`src/rtl/arb_req_frontend4.sv`:
```
// -----------------------------------------------------------------------------
// arb_req_frontend4
//
// Four-channel synchronous request front end for a four-way tree arbiter.
// Each client's clocked level request becomes a four-phase R/A handshake
// toward the arbiter. The asynchronous acknowledges are synchronised, a
// registered grant is issued to the client, grant hold time is bounded, and
// any mutual-exclusion violation on the synchronised acknowledges is flagged.
//
// Parameters:
//   SYNC_STAGES  flops per acknowledge synchroniser (2..4)
//   MAX_HOLD     maximum GRANT cycles before forced release (1..255)
//
// Ports:
//   clk             single clock, all state on rising edge
//   rst             asynchronous active-high reset
//   req[3:0]        client level requests, bit i-1 -> channel i
//   done[3:0]       client release strobes, honoured only in GRANT
//   A4..A1          asynchronous acknowledges from the arbiter
//   R4..R1          registered requests to the arbiter
//   grant[3:0]      registered per-channel grant to clients
//   timeout[3:0]    sticky per-channel hold-timeout flag
//   abort[3:0]      sticky per-channel aborted-request flag
//   excl_err        sticky flag: two or more synchronised acknowledges high
// -----------------------------------------------------------------------------
module arb_req_frontend4 #(
    parameter int SYNC_STAGES = 2,
    parameter int MAX_HOLD    = 255
) (
    input  logic       clk,
    input  logic       rst,
    input  logic [3:0] req,
    input  logic [3:0] done,
    input  logic       A4,
    input  logic       A3,
    input  logic       A2,
    input  logic       A1,
    output logic       R4,
    output logic       R3,
    output logic       R2,
    output logic       R1,
    output logic [3:0] grant,
    output logic [3:0] timeout,
    output logic [3:0] abort,
    output logic       excl_err
);

    typedef enum logic [1:0] {
        IDLE  = 2'd0,
        REQ   = 2'd1,
        GRANT = 2'd2,
        REL   = 2'd3
    } state_t;

    // Counter value on which an unreleased grant is forced off; the grant
    // then lasts exactly MAX_HOLD cycles.
    localparam logic [7:0] HOLD_LAST = 8'(MAX_HOLD - 1);

    logic [3:0] a_in;   // raw asynchronous acknowledges
    logic [3:0] a_s;    // synchronised acknowledges, seen by the FSMs
    logic [3:0] a_pre;  // values a_s takes on the coming edge
    logic [3:0] r_q;

    assign a_in = {A4, A3, A2, A1};
    assign {R4, R3, R2, R1} = r_q;

    for (genvar i = 0; i < 4; i++) begin : g_ch
        logic [SYNC_STAGES-1:0] sync_q;
        state_t                 state;
        logic [7:0]             hold_cnt;
        logic                   r;
        logic                   g;
        logic                   to_flag;
        logic                   ab_flag;

        // NOTE: synchroniser flops are reset like any other state so that a
        // stale acknowledge cannot reach a freshly reset FSM.
        always_ff @(posedge clk or posedge rst) begin
            if (rst) begin
                sync_q <= '0;
            end else begin
                sync_q <= {sync_q[SYNC_STAGES-2:0], a_in[i]};
            end
        end

        assign a_s[i]   = sync_q[SYNC_STAGES-1];
        assign a_pre[i] = sync_q[SYNC_STAGES-2];

        // R and grant are registered alongside the state so the outputs
        // change on the same edge as the transition that implies them.
        // NOTE: all sequential state uses non-blocking assignments so every
        // register samples pre-edge values regardless of statement order.
        always_ff @(posedge clk or posedge rst) begin
            if (rst) begin
                state    <= IDLE;
                hold_cnt <= '0;
                r        <= 1'b0;
                g        <= 1'b0;
                to_flag  <= 1'b0;
                ab_flag  <= 1'b0;
            end else begin
                case (state)
                    IDLE: begin
                        if (req[i]) begin
                            state <= REQ;
                            r     <= 1'b1;
                        end
                    end
                    REQ: begin
                        // R is held until the acknowledge arrives, even if
                        // the client withdrew its request in the meantime.
                        if (a_s[i]) begin
                            if (req[i]) begin
                                state    <= GRANT;
                                g        <= 1'b1;
                                hold_cnt <= '0;
                            end else begin
                                state   <= REL;
                                r       <= 1'b0;
                                ab_flag <= 1'b1;
                            end
                        end
                    end
                    GRANT: begin
                        // done wins over a coincident timeout.
                        if (done[i]) begin
                            state    <= REL;
                            r        <= 1'b0;
                            g        <= 1'b0;
                            hold_cnt <= '0;
                        end else if (hold_cnt == HOLD_LAST) begin
                            state    <= REL;
                            r        <= 1'b0;
                            g        <= 1'b0;
                            hold_cnt <= '0;
                            to_flag  <= 1'b1;
                        end else begin
                            hold_cnt <= hold_cnt + 8'd1;
                        end
                    end
                    REL: begin
                        if (!a_s[i]) begin
                            state <= IDLE;
                        end
                    end
                    default: begin
                        state <= IDLE;
                        r     <= 1'b0;
                        g     <= 1'b0;
                    end
                endcase
            end
        end

        assign r_q[i]     = r;
        assign grant[i]   = g;
        assign timeout[i] = to_flag;
        assign abort[i]   = ab_flag;
    end

    // Flag is raised on the same edge that two or more a_s bits go high,
    // by looking at the stage that feeds a_s.
    always_ff @(posedge clk or posedge rst) begin
        if (rst) begin
            excl_err <= 1'b0;
        end else if ($countones(a_pre) > 1) begin
            excl_err <= 1'b1;
        end
    end

endmodule

```
`config.mk`:
```
export PLATFORM = sky130hd
export DESIGN_NAME = arb_req_frontend4
export DESIGN_NICKNAME = d
export VERILOG_FILES = /design/src/rtl/arb_req_frontend4.sv
export SDC_FILE = /design/constraint.sdc
export NUM_CORES = 1
export LEC_CHECK = 0
export CAP_MARGIN = 0
export CORE_MARGIN = 3
export CORE_UTILIZATION = 45
export DETAILED_ROUTE_END_ITERATION = 10
export PLACE_DENSITY = 0.72
export SETUP_SLACK_MARGIN = 0.05
export SLEW_MARGIN = 40
export SYNTH_ARGS = -nofsm -noshare
export SYNTH_HDL_FRONTEND = slang
export SYNTH_SLANG_ARGS = --single-unit
export TNS_END_PERCENT = 5
```
`constraint.sdc`:
```
create_clock -name clk -period 2 [get_ports clk]
set_clock_uncertainty 0.05 [all_clocks]
set_input_delay 0.4 -clock clk [delete_from_list [all_inputs] [get_ports clk]]
set_output_delay 0.4 -clock clk [all_outputs]
set_load 0.01 [all_outputs]
```
# Word-level counts from Yosys, hierarchy flattened
# Cells that the tools add are included.
# W data, S select, Z words.
dict set report word_totals {
  reg_bits 65
  input_bits 14
  out_inout_bits 17
  word_cells 201
}
dict set report op_classes {
  add_sub_neg 7
  magnitude_cmp 1
  n_eq_ne 40
  n_mux 80
  n_bitwise 8
  reduce_logical 36
}
# operator count
set op_table {}
lappend op_table {{$mux W8} 16}
lappend op_table {{$pmux W8 S2} 4}
lappend op_table {{$mux W2} 20}
lappend op_table {{$ne A2 B2 Y1 const B} 20}
lappend op_table {{$reduce_and A3 Y1} 12}
lappend op_table {{$add A8 B1 Y8 const B} 4}
lappend op_table {{$eq A8 B8 Y1 const B} 4}
lappend op_table {{$pmux W2 S4} 4}
lappend op_table {{$reduce_and A4 Y1} 8}
lappend op_table {{$mux W1} 28}
lappend op_table {{$reduce_and A5 Y1} 4}
lappend op_table {{$eq A2 B2 Y1 const B} 8}
lappend op_table {{$ne A3 B3 Y1 const B} 4}
lappend op_table {{$pmux W1 S3} 4}
lappend op_table {{$reduce_bool A3 Y1} 4}
lappend op_table {{$eq A2 B1 Y1 const B} 4}
lappend op_table {{$logic_not A2 Y1} 4}
lappend op_table {{$not A1 Y1} 8}
lappend op_table {{$pmux W1 S2} 4}
lappend op_table {{$reduce_bool A2 Y1} 4}
lappend op_table {{$add A1 B1 Y2} 2}
lappend op_table {{$add A2 B2 Y3} 1}
lappend op_table {{$gt A3 B1 Y1 const B} 1}

# Logic depth before layout (Yosys ltp)
dict set report logic_depth {
  depth_word 4
  depth_mapped 8
  ltp_nobuf 6
}

# Worst setup path before layout
# Ideal clock, no wire load.
dict set report synth_path {
  path_kind {register -> register}
  start {register g_ch[1].state[1]}
  end {register g_ch[1].hold_cnt[7]}
  setup_ns 0.073
  arrival_ns 1.752
  slack_ns 0.125
  stages_incl_launch_ff 8
  path_buffers 1
  period_less_slack_ns 1.875
  cell_sequence {dfrtp_1 > inv_1 > ha_1 > nand2b_1 > and2_4 > buf_6 > or4_4 > a21oi_2}
}
dict set report synth_via {
  elab_chain_cells 3
  word_cells_on_any_way 7
  classes_between {eq/ne: 4; mux: 1; reduce/logical: 2}
}
# element line_no
set synth_lines {}
lappend synth_lines {{start: declaration} 69} ;# state_t state;
lappend synth_lines {{start signal: assignment} 95} ;# state <= IDLE;
lappend synth_lines {{start signal: assignment} 105} ;# state <= REQ;
lappend synth_lines {{start signal: assignment} 114} ;# state <= GRANT;
lappend synth_lines {{$eq A2 B1 Y1 / $eq A2 B2 Y1 (equally long branches)} 102} ;# case (state)
lappend synth_lines {{$ne A2 B2 Y1 (no source line) / $reduce_bool A2 Y1 (equally long branches)} n/a}
lappend synth_lines {{$reduce_and A3 Y1 (no source line)} n/a}
lappend synth_lines {{end signal: assignment} 138} ;# hold_cnt <= hold_cnt + 8'd1;
lappend synth_lines {{end: declaration} 70} ;# logic [7:0] hold_cnt;
# Several ways; a longest one is shown, not always the timed one.
# A chain may end at the register's enable or synchronous reset.

# Worst setup path in the final report
dict set report layout_path {
  start {register g_ch[1].state[0]}
  end {register g_ch[1].state[1]}
}
dict set report layout_via {
  elab_chain_cells 3
  word_cells_on_any_way 10
  classes_between {eq/ne: 7; mux: 1; reduce/logical: 2}
}
# element line_no
set layout_lines {}
lappend layout_lines {{$eq A2 B2 Y1 (tied with other cells)} 102}
lappend layout_lines {{$ne A3 B3 Y1 (no source line) / $ne A2 B2 Y1 (equally long branches)} n/a}
lappend layout_lines {{$reduce_and A4 Y1 (no source line)} n/a}
# Several ways; a longest one is shown, not always the timed one.

==> out/results.txt <==
The worst register-to-register path has a setup slack of 0.13 ns. The initial antenna violation count is 0, and the die boundary width is 95.44 µm. Routability-driven placement finished with a final weighted congestion of 0.8373. On the critical path, the stage with the largest delay is an instance of sky130_fd_sc_hd__dfrtp_1. The worst register-to-register path begins at g_ch[1].state[0]$_DFFE_PP0P_. For this run, the slowest stage of the critical path takes 0.44 ns. The synthesized netlist occupies a cell area of 3600 µm². The sequential cell area fraction in the yosys report is 45.19%. The required time at the worst-slack endpoint was 2.18 ns; the starting density of the core was 48.09%. The number of hold violations in the final report is 0. Synthesis handed over a netlist of 348 instances. Before antenna repair, the detailed router went through 4 iterations. Setup repair after global routing could not meet its margin everywhere. The worst setup path is captured at a register. The worst path buffer plus inverter count was 1. Total negative slack for setup checks: 0 ns. The number of inserted diodes is 0.

Summed over all instances, the cell type with the most area after synthesis is sky130_fd_sc_hd__dfrtp_1. The share of the synthesized area in the top cell type was 45.19%. Across the VDD grid, the largest voltage drop is 0.0007305 V. Measured on the finished design, the core utilization comes to 57.63%.

The post-detailed-route count of antenna-violating nets was 0. The H-tree generated during clock tree synthesis spans 3 levels. sky130_fd_sc_hd__dfrtp_1 is the most common cell in the netlist. The vertical die dimension works out to 95.44 µm. Counting along the longest clock path gives a buffer depth of 2.

In the finished design, the share of the clock period the worst path needs comes to 93.30%. The run finished with clean final reports. For this block, the initial DRC count from the detailed router was 82. The floorplan step defined a core boundary enclosing 7486 µm². The most frequently used flop master after synthesis was sky130_fd_sc_hd__dfrtp_1. Yosys mapped the design onto 52 distinct sky130hd cell types. Post-CTS timing repair inserted 0 buffers for setup. The min-delay analysis places its worst path in the category in2async. The count of pins over their slew limit is 0. Yosys mapped a number of flops with a built-in enable equal to 0.

Power spread over the standard cell area amounts to 1220 nW/µm². The multi-input combinational cells in the finished layout cover a total of 1800 µm². The worst setup path is of the reg2reg kind.

The tools report the number of placement rows as 31. The worst reg2reg path endpoint is g_ch[1].state[1]$_DFFE_PP0P_. The critical path runs through a total of 6 cells.

After clock tree synthesis, the clock-pin slew on the worst setup and hold paths is 0.07 ns. The mean area per synthesized cell is 10.34 µm², and the data arrival at the endpoint of the critical path is 2.04 ns. The critical path goes through inv_1, ha_1, nor2b_2, o21ai_2, and3_1, mux2_2. The final-report setup violation count came out at 0. For the pin with the worst max-slew slack, the measured transition is 0.5313 ns. In this run the tool buffered the top-level ports with 30 buffer cells. The overall routing resource usage was 16.95%; the area of the die was 9109 µm².

The first global-routing pass estimated 12.22 mm of wire. The logs give 64.21% for the headroom to the max-slew limit and 1.924 nW for the static power due to leakage. The tools report the overall power after layout as 0.005263 W. The run gives 0.5359 GHz as the upper clock frequency limit. The commonest cells after synthesis are 65 x sky130_fd_sc_hd__dfrtp_1, 32 x sky130_fd_sc_hd__ha_1, 22 x sky130_fd_sc_hd__inv_1, 18 x sky130_fd_sc_hd__a21oi_1, 17 x sky130_fd_sc_hd__nor2_1. The number of buffers created by CTS was 9. The Yosys step of the flow raised 0 warnings. The DRC violations left was 0.

The filler cells instantiated in the layout total 648. Entering global routing, the biggest net connects 30 pins. Master cell of the clock root buffer: sky130_fd_sc_hd__clkbuf_8. The kind of start point of the critical path was a register. Registers take 1629 µm². The half-perimeter wire length after placement is 4.880 mm, and the via count of the routed design is 2,632.

The tools report the final layout net count as 435. Of the cells placed in the final design, the portion with a size suffix greater than 1 is 15.01%. By area the synthesized netlist is led by sky130_fd_sc_hd__dfrtp_1 45%, sky130_fd_sc_hd__ha_1 11%, sky130_fd_sc_hd__a21o_1 2.7%, sky130_fd_sc_hd__a21oi_1 2.5%, sky130_fd_sc_hd__buf_4 2.5%. The average detailed-routed wire length per instance was 14.05 µm.

Proportion of synthesized flip-flops having asynchronous set or reset: 100.0%. In this design, the largest share of critical-path delay is due to flip-flops. The total of max-cap violations is 0, and the number of clock sinks is 65. Global routing finished with a remaining overflow of 0. Along the worst path, the maximum fanout reaches 5. The via density per instance works out to 5.350. TritonCTS built the clock tree.

From synthesis to final layout, the design area changed by 19.85%. The clock insertion delay at the later pin of the skew report is 0.34 ns, and the via count of the first global-routing pass is 2,687. The final critical-path required period came out at 1.866 ns. The top-level I/O count is 31.

When the netlist entered floorplanning its net count stood at 395. The number of flip-flops and latches in the synthesized netlist is 65, and the aggregate routed wire length is 6.911 mm. The depth of the most critical reg-to-reg path is 6.
worst max path at each step:
stage / startpoint / end / slack [ns]
global placement: req[1] / g_ch[1].hold_cnt[7]$_DFFE_PP0P_ / 0.06
global route: g_ch[1].state[0]$_DFFE_PP0P_ / g_ch[1].hold_cnt[0]$_DFFE_PP0P_ / 0.02
finish: g_ch[1].state[0]$_DFFE_PP0P_ / g_ch[1].state[1]$_DFFE_PP0P_ / 0.13
detailed placement: req[1] / g_ch[1].hold_cnt[7]$_DFFE_PP0P_ / 0.03
CTS: g_ch[1].state[1]$_DFFE_PP0P_ / g_ch[1].hold_cnt[7]$_DFFE_PP0P_ / 0.06
floorplan: g_ch[1].state[1]$_DFFE_PP0P_ / g_ch[1].hold_cnt[7]$_DFFE_PP0P_ / 0.12
worst reg2reg max path, delay by kind of cell, from the launching register on:
kind	cells	cell delay [ns]
flip-flops	1	0.44
multiplexers	1	0.34
AND/OR/NAND/NOR	2	0.44
AO/OA/AOI/OAI	1	0.11
adder cells (fa/ha/maj)	1	0.25
buffers and inverters	1	0.13
routing by layer:
metal,part of all wire (%),wire [µm],vias to the layer above,track usage [%]
met3,3.6,247,11,4.341
li1,-,-,1297,-
met2,46,3160,43,26.18
met1,49,3396,1281,23.07
met5,0,0,-,0
met4,1.5,106,0,6.161
state kept, by name, indices dropped and copies added (netlist names):
signal	cells
g_ch.hold_cnt	32
g_ch.state	8
g_ch.sync_q	8
g_ch.ab_flag	4
g_ch.g	4
g_ch.to_flag	4
R1	1
R2	1
R3	1
R4	1
excl_err	1
layout by cell type, fill, tap and decap left out, drive strengths merged, types with 3 or more instances in the layout:
cell type and count:
or4 3, mux2i 5, nor2b 10, nor2 17, a31oi 6, o22ai 3
a21oi 19, nand4 5, clkdlybuf4s50 30, nand2 14, and2 4, o211ai 3
nand2b 9, and3 3, o31ai 6, a211oi 5, dfrtp 65, a21o 13
nor3 5, mux2 4, buf 16, o21ai 17, o21a 3, nand3 18
ha 32, inv 21, xnor2 10, clkbuf 11, or3 11
metrics by stage:
| step | instances | hold slack [ns] | instance area [µm²] | setup slack [ns] |
|---|---|---|---|---|
| floorplan | 348 | 0.3052 | 3603 | 0.1248 |
| global placement | 476 | 0.3262 | 4054 | 0.06140 |
| detailed placement | 476 | 0.3367 | 4054 | 0.02754 |
| CTS | 492 | 0.3275 | 4283 | 0.05911 |
| finish | 492 | 0.3338 | 4314 | 0.1340 |
| global route | 492 | 0.3348 | 4314 | 0.02214 |
power breakdown:
group | internal [W] | leakage, nW | total [W] | switching (W)
Combinational | 0.00106 | 0.988 | 0.00218 | 0.00112
Sequential | 0.00157 | 0.821 | 0.00181 | 0.000244
Clock | 0.000765 | 0.115 | 0.00127 | 0.000504
Total | 0.00340 | 1.92 | 0.00526 | 0.00187
final cells by class:
| class | count | area share, % |
|---|---|---|
| clock buffers | 11 | 3.509 |
| clock inverters | 5 | 1.798 |
| inverters | 22 | 2.001 |
| multi-input cells | 244 | 41.73 |
| flip-flops and latches | 65 | 37.76 |
| well taps | 99 | 2.871 |
| repair buffers | 46 | 10.32 |
timing repair:
action                                  in CTS  in global routing
hold buffers                                 0                  0
endpoints found under the setup margin       0                 22
hold endpoints to repair                     0                  0
gates resized for setup                      0                 12
logic make-up (layout without fill, tap and decap cells):
| family | Yosys count | in the layout | share of synthesized area [%] |
|---|---|---|---|
| buf+inv | 39 | 84 | 5.596 |
| flops | 65 | 65 | 45.19 |
| simple gates | 105 | 105 | 16.30 |
| fa+ha+maj | 33 | 33 | 11.68 |
| xor+xnor | 11 | 11 | 2.676 |
| mux | 9 | 9 | 2.642 |
| compound gates | 86 | 86 | 15.92 |
Power figures use the tool's default switching activity.
